<file path="src/rtl/calc_b_accum_gen_if.sv">
// Frame-memory port bundle for the B-frame accumulator.
//   master : accumulator side (issues read/write bursts, receives read words)
//   slave  : memory-controller side
// Signals:
//   o_mem_rd_start / o_mem_wr_start   1-cycle burst start pulses
//   o_mem_rd_addrs / o_mem_wr_addrs   burst base address
//   o_mem_rd_lengths / o_mem_wr_lengths burst length in words
//   o_mem_rd_data_req                 read-word request
//   i_mem_rd_data                     read word, valid the cycle after a request
//   o_mem_wr_data / o_mem_wr_data_vld write word and strobe
interface calc_b_accum_gen_if #(
    parameter int unsigned ADDRS_DW = 21,
    parameter int unsigned DW       = 14
);
    logic                o_mem_rd_start;
    logic [ADDRS_DW-1:0] o_mem_rd_addrs;
    logic [ADDRS_DW-1:0] o_mem_rd_lengths;
    logic                o_mem_rd_data_req;
    logic [DW-1:0]       i_mem_rd_data;
    logic                o_mem_wr_start;
    logic [ADDRS_DW-1:0] o_mem_wr_addrs;
    logic [ADDRS_DW-1:0] o_mem_wr_lengths;
    logic [DW-1:0]       o_mem_wr_data;
    logic                o_mem_wr_data_vld;

    modport master (
        output o_mem_rd_start, o_mem_rd_addrs, o_mem_rd_lengths, o_mem_rd_data_req,
        output o_mem_wr_start, o_mem_wr_addrs, o_mem_wr_lengths, o_mem_wr_data, o_mem_wr_data_vld,
        input  i_mem_rd_data
    );

    modport slave (
        input  o_mem_rd_start, o_mem_rd_addrs, o_mem_rd_lengths, o_mem_rd_data_req,
        input  o_mem_wr_start, o_mem_wr_addrs, o_mem_wr_lengths, o_mem_wr_data, o_mem_wr_data_vld,
        output i_mem_rd_data
    );
endinterface

</file>
<file path="src/rtl/calc_b_accum_gen.sv">
// NUC background (B) frame builder. Averages 2^N consecutive frames pixel by
// pixel into external frame memory with a streamed read-modify-write (each
// frame contributes round(p / 2^N), saturating), then computes the global
// mean of the final B frame with a serial divider.
// Ports:
//   i_clk, i_rst_n            clock, asynchronous active-low reset
//   i_calc_en                 rising edge requests a run (accepted in IDLE)
//   i_abort                   level; cancels a run in progress
//   i_log2_frames, i_addrs    N and base address, latched at start
//   i_data, i_data_vld, i_data_vs  pixel stream (vs high for whole frame)
//   mem                       frame-memory read/write master bundle
//   o_b_mean_data, o_mean_vld global mean and its update pulse
//   o_frame_err               sticky per run: a frame pixel count != W*H
//   o_calc_busy, o_calc_done, o_calc_abort  run status
module calc_b_accum_gen #(
    parameter int unsigned IMAGE_WIDE_LENGTH = 256,
    parameter int unsigned IMAGE_HIGH_LENGTH = 192,
    parameter int unsigned ADDRS_DW          = 21,
    parameter int unsigned DW                = 14,
    parameter int unsigned MAX_LOG2_FRAMES   = 5
) (
    input  logic                i_clk,
    input  logic                i_rst_n,
    input  logic                i_calc_en,
    input  logic                i_abort,
    input  logic [2:0]          i_log2_frames,
    input  logic [ADDRS_DW-1:0] i_addrs,
    input  logic [DW-1:0]       i_data,
    input  logic                i_data_vld,
    input  logic                i_data_vs,
    calc_b_accum_gen_if.master  mem,
    output logic [DW-1:0]       o_b_mean_data,
    output logic                o_mean_vld,
    output logic                o_frame_err,
    output logic                o_calc_busy,
    output logic                o_calc_done,
    output logic                o_calc_abort
);
    localparam int unsigned IMG_LEN = IMAGE_WIDE_LENGTH * IMAGE_HIGH_LENGTH;
    localparam int unsigned SW      = DW + $clog2(IMG_LEN);
    localparam int unsigned FCW     = MAX_LOG2_FRAMES + 1;
    localparam int unsigned CW      = $clog2(SW + 1);
    localparam logic [ADDRS_DW-1:0] LEN_A = ADDRS_DW'(IMG_LEN);
    localparam logic [ADDRS_DW:0]   LEN_R = (ADDRS_DW + 1)'(IMG_LEN);

    typedef enum logic [2:0] {S_IDLE, S_ARM, S_FRAME, S_GAP, S_DIV, S_DONE} state_t;
    state_t state;

    logic                cen_d1, cen_d2, vs_d;
    logic [2:0]          nq;
    logic [ADDRS_DW-1:0] addr_q, len_q, pix_cnt;
    logic [FCW-1:0]      fcnt;
    logic                s1_vld, s1_first, s1_last, s2_last;
    logic [DW:0]         s1_pr;
    logic [SW-1:0]       sum_all, div_n;
    logic [ADDRS_DW-1:0] div_r;
    logic [DW-1:0]       div_q;
    logic [CW-1:0]       div_cnt;
    logic                div_loaded;

    logic                start_take, vs_rise, vs_fall, accept, first_frame, last_frame, div_ge;
    logic [2:0]          nq_in;
    logic [FCW-1:0]      frames_tgt;
    logic [DW:0]         rnd, p_r, sum_c;
    logic [ADDRS_DW:0]   div_sh;

    always_comb begin
        start_take  = (state == S_IDLE) && cen_d1 && !cen_d2 && !i_abort;
        vs_rise     = i_data_vs && !vs_d;
        vs_fall     = !i_data_vs && vs_d;
        nq_in       = (i_log2_frames > 3'(MAX_LOG2_FRAMES)) ? 3'(MAX_LOG2_FRAMES) : i_log2_frames;
        frames_tgt  = FCW'(1) << nq;
        first_frame = (fcnt == '0);
        last_frame  = (fcnt == frames_tgt - FCW'(1));
        accept      = (state == S_FRAME) && i_data_vs && i_data_vld;
        rnd         = (nq == 3'd0) ? '0 : ((DW + 1)'(1) << (nq - 3'd1));
        p_r         = ({1'b0, i_data} + rnd) >> nq;
        sum_c       = s1_pr + (s1_first ? '0 : {1'b0, mem.i_mem_rd_data});
        div_sh      = {div_r, div_n[SW-1]};
        div_ge      = (div_sh >= LEN_R);
    end

    assign o_calc_busy           = (state != S_IDLE);
    assign mem.o_mem_rd_data_req = accept && !first_frame;
    assign mem.o_mem_rd_addrs    = addr_q;
    assign mem.o_mem_wr_addrs    = addr_q;
    assign mem.o_mem_rd_lengths  = len_q;
    assign mem.o_mem_wr_lengths  = len_q;

    // Pixel pipeline: rounding stage, then add/saturate into the write register.
    // First/last-frame flags travel with the pixel because fcnt may advance
    // before the tail of a frame leaves the pipeline.
    always_ff @(posedge i_clk or negedge i_rst_n) begin
        if (!i_rst_n) begin
            cen_d1                <= 1'b0;
            cen_d2                <= 1'b0;
            vs_d                  <= 1'b0;
            s1_vld                <= 1'b0;
            s1_pr                 <= '0;
            s1_first              <= 1'b0;
            s1_last               <= 1'b0;
            s2_last               <= 1'b0;
            mem.o_mem_wr_data     <= '0;
            mem.o_mem_wr_data_vld <= 1'b0;
            sum_all               <= '0;
        end else begin
            cen_d1 <= i_calc_en;
            cen_d2 <= cen_d1;
            vs_d   <= i_data_vs;
            s1_vld <= accept;
            if (accept) begin
                s1_pr    <= p_r;
                s1_first <= first_frame;
                s1_last  <= last_frame;
            end
            mem.o_mem_wr_data_vld <= s1_vld;
            if (s1_vld) begin
                mem.o_mem_wr_data <= sum_c[DW] ? '1 : sum_c[DW-1:0];
                s2_last           <= s1_last;
            end
            if (start_take)
                sum_all <= '0;
            else if (mem.o_mem_wr_data_vld && s2_last)
                sum_all <= sum_all + SW'(mem.o_mem_wr_data);
        end
    end

    // Control FSM plus the restoring divider for the mean. The divider loads
    // in the first DIV cycle, after the final strobe has reached sum_all.
    always_ff @(posedge i_clk or negedge i_rst_n) begin
        if (!i_rst_n) begin
            state              <= S_IDLE;
            nq                 <= '0;
            addr_q             <= '0;
            len_q              <= '0;
            fcnt               <= '0;
            pix_cnt            <= '0;
            o_frame_err        <= 1'b0;
            mem.o_mem_rd_start <= 1'b0;
            mem.o_mem_wr_start <= 1'b0;
            o_calc_done        <= 1'b0;
            o_calc_abort       <= 1'b0;
            o_mean_vld         <= 1'b0;
            o_b_mean_data      <= '0;
            div_n              <= '0;
            div_r              <= '0;
            div_q              <= '0;
            div_cnt            <= '0;
            div_loaded         <= 1'b0;
        end else begin
            mem.o_mem_rd_start <= 1'b0;
            mem.o_mem_wr_start <= 1'b0;
            o_calc_done        <= 1'b0;
            o_calc_abort       <= 1'b0;
            o_mean_vld         <= 1'b0;
            if (state != S_IDLE && i_abort) begin
                state        <= S_IDLE;
                o_calc_abort <= 1'b1;
                div_loaded   <= 1'b0;
            end else begin
                case (state)
                    S_IDLE: if (start_take) begin
                        nq          <= nq_in;
                        addr_q      <= i_addrs;
                        len_q       <= LEN_A;
                        fcnt        <= '0;
                        o_frame_err <= 1'b0;
                        div_loaded  <= 1'b0;
                        state       <= S_ARM;
                    end
                    S_ARM: if (vs_rise) begin
                        pix_cnt            <= '0;
                        mem.o_mem_wr_start <= 1'b1;
                        mem.o_mem_rd_start <= !first_frame;
                        state              <= S_FRAME;
                    end
                    S_FRAME: begin
                        if (accept)
                            pix_cnt <= pix_cnt + 1'b1;
                        if (vs_fall) begin
                            fcnt <= fcnt + 1'b1;
                            if (pix_cnt != LEN_A)
                                o_frame_err <= 1'b1;
                            state <= S_GAP;
                        end
                    end
                    S_GAP: if (fcnt == frames_tgt) begin
                        state <= S_DIV;
                    end else if (vs_rise) begin
                        pix_cnt            <= '0;
                        mem.o_mem_wr_start <= 1'b1;
                        mem.o_mem_rd_start <= 1'b1;
                        state              <= S_FRAME;
                    end
                    S_DIV: if (!div_loaded) begin
                        div_n      <= sum_all;
                        div_r      <= '0;
                        div_q      <= '0;
                        div_cnt    <= CW'(SW);
                        div_loaded <= 1'b1;
                    end else if (div_cnt != '0) begin
                        div_n   <= div_n << 1;
                        div_r   <= div_ge ? ADDRS_DW'(div_sh - LEN_R) : div_sh[ADDRS_DW-1:0];
                        div_q   <= {div_q[DW-2:0], div_ge};
                        div_cnt <= div_cnt - 1'b1;
                    end else begin
                        o_b_mean_data <= div_q;
                        o_mean_vld    <= 1'b1;
                        o_calc_done   <= 1'b1;
                        div_loaded    <= 1'b0;
                        state         <= S_DONE;
                    end
                    S_DONE:  state <= S_IDLE;
                    default: state <= S_IDLE;
                endcase
            end
        end
    end
endmodule

</file>
<file path="src/flat_wrapper.sv">
// flat-port wrapper written by rule: the top's interface ports become plain ports
module calc_b_accum_gen_flat 
#(
    parameter int unsigned IMAGE_WIDE_LENGTH = 256,
    parameter int unsigned IMAGE_HIGH_LENGTH = 192,
    parameter int unsigned ADDRS_DW          = 21,
    parameter int unsigned DW                = 14,
    parameter int unsigned MAX_LOG2_FRAMES   = 5
)
  (i_clk, i_rst_n, i_calc_en, i_abort, i_log2_frames, i_addrs, i_data, i_data_vld, i_data_vs, o_b_mean_data, o_mean_vld, o_frame_err, o_calc_busy, o_calc_done, o_calc_abort, mem_o_mem_rd_start, mem_o_mem_rd_addrs, mem_o_mem_rd_lengths, mem_o_mem_rd_data_req, mem_o_mem_wr_start, mem_o_mem_wr_addrs, mem_o_mem_wr_lengths, mem_o_mem_wr_data, mem_o_mem_wr_data_vld, mem_i_mem_rd_data);
  calc_b_accum_gen_if #(.ADDRS_DW(ADDRS_DW), .DW(DW)) mem_i ();
  input  logic i_clk;
  input  logic i_rst_n;
  input  logic i_calc_en;
  input  logic i_abort;
  input  logic [2:0] i_log2_frames;
  input  logic [ADDRS_DW-1:0] i_addrs;
  input  logic [DW-1:0] i_data;
  input  logic i_data_vld;
  input  logic i_data_vs;
  output logic [DW-1:0] o_b_mean_data;
  output logic o_mean_vld;
  output logic o_frame_err;
  output logic o_calc_busy;
  output logic o_calc_done;
  output logic o_calc_abort;
  output wire logic [$bits(mem_i.o_mem_rd_start)-1:0] mem_o_mem_rd_start;
  output wire logic [$bits(mem_i.o_mem_rd_addrs)-1:0] mem_o_mem_rd_addrs;
  output wire logic [$bits(mem_i.o_mem_rd_lengths)-1:0] mem_o_mem_rd_lengths;
  output wire logic [$bits(mem_i.o_mem_rd_data_req)-1:0] mem_o_mem_rd_data_req;
  output wire logic [$bits(mem_i.o_mem_wr_start)-1:0] mem_o_mem_wr_start;
  output wire logic [$bits(mem_i.o_mem_wr_addrs)-1:0] mem_o_mem_wr_addrs;
  output wire logic [$bits(mem_i.o_mem_wr_lengths)-1:0] mem_o_mem_wr_lengths;
  output wire logic [$bits(mem_i.o_mem_wr_data)-1:0] mem_o_mem_wr_data;
  output wire logic [$bits(mem_i.o_mem_wr_data_vld)-1:0] mem_o_mem_wr_data_vld;
  input wire logic [$bits(mem_i.i_mem_rd_data)-1:0] mem_i_mem_rd_data;
  assign mem_o_mem_rd_start = mem_i.o_mem_rd_start;
  assign mem_o_mem_rd_addrs = mem_i.o_mem_rd_addrs;
  assign mem_o_mem_rd_lengths = mem_i.o_mem_rd_lengths;
  assign mem_o_mem_rd_data_req = mem_i.o_mem_rd_data_req;
  assign mem_o_mem_wr_start = mem_i.o_mem_wr_start;
  assign mem_o_mem_wr_addrs = mem_i.o_mem_wr_addrs;
  assign mem_o_mem_wr_lengths = mem_i.o_mem_wr_lengths;
  assign mem_o_mem_wr_data = mem_i.o_mem_wr_data;
  assign mem_o_mem_wr_data_vld = mem_i.o_mem_wr_data_vld;
  assign mem_i.i_mem_rd_data = mem_i_mem_rd_data;
  calc_b_accum_gen #(.IMAGE_WIDE_LENGTH(IMAGE_WIDE_LENGTH), .IMAGE_HIGH_LENGTH(IMAGE_HIGH_LENGTH), .ADDRS_DW(ADDRS_DW), .DW(DW), .MAX_LOG2_FRAMES(MAX_LOG2_FRAMES)) u_core (.i_clk(i_clk), .i_rst_n(i_rst_n), .i_calc_en(i_calc_en), .i_abort(i_abort), .i_log2_frames(i_log2_frames), .i_addrs(i_addrs), .i_data(i_data), .i_data_vld(i_data_vld), .i_data_vs(i_data_vs), .mem(mem_i), .o_b_mean_data(o_b_mean_data), .o_mean_vld(o_mean_vld), .o_frame_err(o_frame_err), .o_calc_busy(o_calc_busy), .o_calc_done(o_calc_done), .o_calc_abort(o_calc_abort));
endmodule
</file>
<file path="config.mk">
export PLATFORM = sky130hd
export DESIGN_NAME = calc_b_accum_gen_flat
export DESIGN_NICKNAME = d
export VERILOG_FILES = /design/src/rtl/calc_b_accum_gen_if.sv /design/src/rtl/calc_b_accum_gen.sv /design/src/flat_wrapper.sv
export SDC_FILE = /design/constraint.sdc
export NUM_CORES = 1
export LEC_CHECK = 0
export CORE_MARGIN = 4
export CORE_UTILIZATION = 50
export DETAILED_ROUTE_END_ITERATION = 10
export PLACE_DENSITY_LB_ADDON = 0.1
export SLEW_MARGIN = 10
export SYNTH_ARGS = -nofsm -noshare
export SYNTH_HDL_FRONTEND = slang
export SYNTH_SLANG_ARGS = --single-unit
</file>
<file path="constraint.sdc">
create_clock -name i_clk -period 3.4 [get_ports i_clk]
set_input_delay 0.68 -clock i_clk [delete_from_list [all_inputs] [get_ports i_clk]]
set_output_delay 0.68 -clock i_clk [all_outputs]
set_load 0.02 [all_outputs]
</file>
# Yosys cells after proc, flatten, opt, wreduce, memory -nomap -nowiden
# Index checks and enable logic that the tools add are counted.
[op_classes] add_sub_neg=9 order_cmp=2 eq_ne=17 shifts=3 mux=50 bitwise=2 reduce_logical=32
[op_table] op="two-way mux 21 bit" n=6
[op_table] op="two-way mux 30 bit" n=4
[op_table] op="case mux 21 bit (3 select lines)" n=1
[op_table] op="two-way mux 14 bit" n=4
[op_table] op="adder 30 x 14 -> 30 bit" n=1
[op_table] op="two-way mux 3 bit" n=8
[op_table] op="greater-or-equal comparator 22 x 16 -> 1 bit, second input constant" n=1
[op_table] op="adder 21 x 1 -> 21 bit, second input constant" n=1
[op_table] op="inequality test 21 x 16 -> 1 bit, second input constant" n=1
[op_table] op="subtractor 21 x 16 -> 21 bit, second input constant" n=1
[op_table] op="two-way mux 1 bit" n=16
[op_table] op="AND reduction 4 bit" n=4
[op_table] op="adder 14 x 15 -> 15 bit" n=1
[op_table] op="adder 15 bit" n=1
[op_table] op="two-way mux 15 bit" n=1
[op_table] op="case mux 3 bit (5 select lines)" n=1
[op_table] op="<< shifter 1 x 3 -> 15 bit, first input constant" n=1
[op_table] op=">> shifter 15 x 3 -> 15 bit" n=1
[op_table] op="== test 6 bit" n=2
[op_table] op="two-way mux 6 bit" n=2
[op_table] op="case mux 6 bit (2 select lines)" n=1
[op_table] op="logical AND 1 bit" n=10
[op_table] op="two-way mux 5 bit" n=2
[op_table] op="inequality test 3 x 2 -> 1 bit, second input constant" n=3
[op_table] op="other kinds (23)" n=41
[totals] regBits=212 out_inout_bits=121

# Depth between registers and ports, before layout
[depth] word_depth=7 mapped_depth=13 depth_no_buf=12

# Worst setup path before layout
# Ideal clock, no wire load.
[synth_path] path_type="register to register" start="register u_core.nq[0]" end="register u_core.s1_pr[7]" setup_ns=0.090 arrival_time_ns=3.201 path_slack_ns=0.109 path_stages_with_launch=13 n_path_buf=3 synth_period_minus_slack_ns=3.291 path_cell_list="dfrtp_1 > clkbuf_1 > clkbuf_1 > buf_1 > nor3_1 > ha_1 > o21a_1 > or2_2 > o211ai_1 > nand2_1 > a221oi_1 > a21oi_1 > o221ai_1"
[synth_between] elab_chain_cells=5
[synth_rtl] element="start: declaration" line_no="calc_b_accum_gen.sv:50" source="logic [2:0] nq;"
[synth_rtl] element="start signal: assignment" line_no="calc_b_accum_gen.sv:163" source="nq <= nq_in;"
[synth_rtl] element="subtractor 3 x 1 -> 3 bit" line_no="calc_b_accum_gen.sv:76" source="rnd = (nq == 3'd0) ? '0 : ((DW + 1)'(1) << (nq - 3'd1));"
[synth_rtl] element="<< shifter 1 x 3 -> 15 bit" line_no="calc_b_accum_gen.sv:76"
[synth_rtl] element="two-way mux 15 bit" line_no="calc_b_accum_gen.sv:76"
[synth_rtl] element="adder 14 x 15 -> 15 bit" line_no="calc_b_accum_gen.sv:77" source="p_r = ({1'b0, i_data} + rnd) >> nq;"
[synth_rtl] element=">> shifter 15 x 3 -> 15 bit (*)" line_no="calc_b_accum_gen.sv:77"
[synth_rtl] element="end signal: assignment" line_no="calc_b_accum_gen.sv:112" source="s1_pr <= p_r;"
[synth_rtl] element="end: declaration" line_no="calc_b_accum_gen.sv:54" source="logic [DW:0] s1_pr;"
# Mark *: on every way between the ends. The rest lies on a longest branch, timed or not.
# A chain may end at the register's enable or synchronous reset.

# Final worst setup path
[layout_path] start="register u_core.fcnt[4]" end="output port mem_o_mem_rd_data_req"
[layout_between] elab_chain_cells=3
[layout_rtl] element="start: declaration" line_no="calc_b_accum_gen.sv:52" source="logic [FCW-1:0] fcnt;"
[layout_rtl] element="start signal: assignment" line_no="calc_b_accum_gen.sv:181" source="fcnt <= fcnt + 1'b1;"
[layout_rtl] element="zero test 6 bit" line_no="calc_b_accum_gen.sv:73" source="first_frame = (fcnt == '0);"
[layout_rtl] element="zero test 1 bit" line_no="calc_b_accum_gen.sv:84" source="assign mem.o_mem_rd_data_req = accept && !first_frame;"
[layout_rtl] element="logical AND 1 bit" line_no="calc_b_accum_gen.sv:84"
[layout_rtl] element="end: declaration" line_no="flat_wrapper.sv:30" source="output wire logic [$bits(mem_i.o_mem_rd_data_req)-1:0] mem_o_mem_rd_data_req;"
# Every way passes these cells.

==> reports/results.ini <==
[setup_path]
crit_path_start_kind = flip-flop
worstPathCellList = or2_2, nor4b_1, nor2_1, clkdlybuf4s50_1
end_kind = output pin
critPathKind = reg -> out
crit_start = u_core.fcnt[4]
crit_path_top_delay_cell = clkdlybuf4s50_1
cp_num_buf_inv = 1
required_ps = 2720
cp.arrival_ps = 2480
crit_family = simple AND/OR/NAND/NOR gates
crit_path_max_fanout = 13
slowest_delay_ps = 560
r2r-start = u_core.nq[1]

[finish]
num-nets-final = 1653
drive_above_1_share_pct = 8.498
utilization_pct = 60.87
seqCellArea_mm2 = 0.005308
multi_input_area_mm2 = 0.006460
nFillCells = 2130
finalNonFillerCells = 1889
syn_to_final_growth_pct = 19.07
antenna_cells = 0

[synth]
ys_warn_count = 0
yosysTopAreaCellShare_pct = 42.30
synth_flop_cell = dfrtp_1
yosysMostFrequentCell = nand2_1
syn_avg_cell_area_um2 = 8.722
synthSimpleGateAreaFrac_pct = 23.29
synthCells = 1438
synth_edf_count = 0
synth_top_family_by_area = simple AND/OR/NAND/NOR gates
synth_xor_area_share_pct = 4.818
synth_mux_area_share_pct = 2.594
yosys.area.top_type = dfrtp_1
ys_ff_latch = 212
synth_common_cells = 255 x nand2_1, 212 x dfrtp_1, 109 x nor2_1, 74 x o21ai_0, 72 x nand3_1
synthTopCellsByArea = dfrtp_1 42%, nand2_1 7.6%, ha_1 4.4%
synth.distinct_cells = 82
async_flop_share_pct = 100.0
ys_seq_area_share_pct = 42.30
synth-adder-area-share_pct = 4.868
syn_area_mm2 = 0.01254
synth-compound-area-share_pct = 14.71

[pwr]
cellLeakagePower_nw = 6.843
power_density_mw_per_mm2 = 552.3
peakVddDrop_mv = 0.4278
total_power_mw = 8.248

[global_routing]
track_usage_pct = 21.49
grt_pass1_wl_um = 50860
grt_pass1_vias = 9896
grt_start_max_net_pins = 95
antenna_found_initial = 0
grt-ovfl-total = 0

[floorplanning]
std_cell_rows = 57
die_h_um = 166.4
fp.dieArea_mm2 = 0.02768
io_pins = 179
fp.coreArea_mm2 = 0.02453
start_util_pct = 51.12
dieWidth_um = 166.4

[clocking]
cts-hold-fix-buffers = 0
post_cts_resized = 0
cts_tree = built
cts_made_buffers = 24
clockBufferDepth = 3
cts_setup_buffers = 0
path_clk_slew_ps = 60
htree_levels = 1
insertion_delay_ps = 520
clockRootBuffer = clkbuf_16
cts.sinks = 212

[routing]
viasPerCell = 5.480
drt_first_pass_iters = 5
wl_um = 30600
initialDrtViolationCount = 666
drc_errors = 0
wl_per_cell_um = 16.20
num_vias = 10350
drtAntennaViolNets = 0

[outcome]
outcome = finished clean

[timing]
setup_viol = 0
fin_crit_ps = 3158
finalCritPeriodShare_pct = 92.88
drv_slew = 0
rsz0062_at_grt = false
finalHoldViolCount = 0
whs_ps = 128.5
clock.fmax_mhz = 316.7
worst_pin_slew_ps = 916.8
relSlewSlack_pct = 38.88
fin_skew_ps = 22.32

[job]
max_cap_violations = 0

[place]
place.port_buffers = 140
gp_congestion = 0.9193
place_inst = 1846
hpwl_um = 21830

[worst_hold_path]
hp-class = in -> async

## power breakdown
group | internal, mW | total (mW) | switching [mW] | leakage [nW]
Combinational | 1.12 | 2.49 | 1.38 | 3.68
Sequential | 2.76 | 3.03 | 0.268 | 2.76
Clock | 1.67 | 2.72 | 1.05 | 0.403
Total | 5.55 | 8.25 | 2.70 | 6.84
## stage by stage
stage	setup WS (ps)	setup TNS, ps	cell area, µm²
2_1_floorplan	108.7	0	12680
3_3_place_gp	-18.66	-214.2	14100
3_5_place_dp	-128.1	-1308	14100
4_1_cts	216.3	0	14930
5_1_grt	30.24	0	14930
6_report	242.2	0	14930
## layer usage
layer / vias up / wire length [µm] / global-route usage (%)
met5: - / 0 / 0
met4: 0 / 706 / 5.372
met3: 47 / 1068 / 2.571
met2: 204 / 14680 / 35.54
met1: 4985 / 14150 / 30.34
li1: 5116 / - / -
## cells in the final DEF, fill, tap and decap left out, types with 16 or more instances in the layout
cell	count
a21oi_1	47
a31oi_1	53
buf_4	50
clkbuf_16	24
clkdlybuf4s50_1	139
conb_1	39
dfrtp_1	210
ha_1	44
inv_1	31
mux2_2	16
nand2_1	255
nand3_1	72
nor2_1	109
nor2b_1	51
nor3_1	34
o21ai_0	74
xnor2_1	35
xor2_1	34
## layout make-up
class	count	area share [%]
inverter	34	0.8546
multi-input combinational	1085	43.26
sequential	212	35.54
timing repair buffer	191	12.06
tap	324	2.714
clock buffer	32	4.424
clock inverter	11	1.148
## registers in the layout, summed over array words and instances (netlist names), 14 cells and up
name and cells:
u_core.div_n 30, u_core.div_q 14, u_core.div_r 21, u_core.mem.o_mem_rd_addrs 21
u_core.mem.o_mem_wr_data 14, u_core.o_b_mean_data 14, u_core.pix_cnt 21, u_core.s1_pr 15
u_core.sum_all 30
## cell families after synthesis
| logic type | Yosys count |
|---|---|
| adders and majority gates | 47 |
| muxes | 28 |
| and+or+nand+nor | 619 |
| AOI/OAI and AO/OA | 283 |
| buffers and inverters | 179 |
| xor gates and xnor gates | 69 |
| DFF | 212 |
| other | 1 |
## final timing paths
check	endpoint	slack (ps)	cells after the start
worst max-delay path	mem_o_mem_rd_data_req	240	4
max in group asynchronous	u_core.sum_all[25]	2420	2
worst max register to register	u_core.s1_pr[7]	290	11
worst min-delay path	u_core.div_n[4]	130	1
worst min register to register	u_core.cen_d2	410	0
min in group i_clk	u_core.cen_d2	410	0
Note: power is estimated with default switching activity, not from simulation.
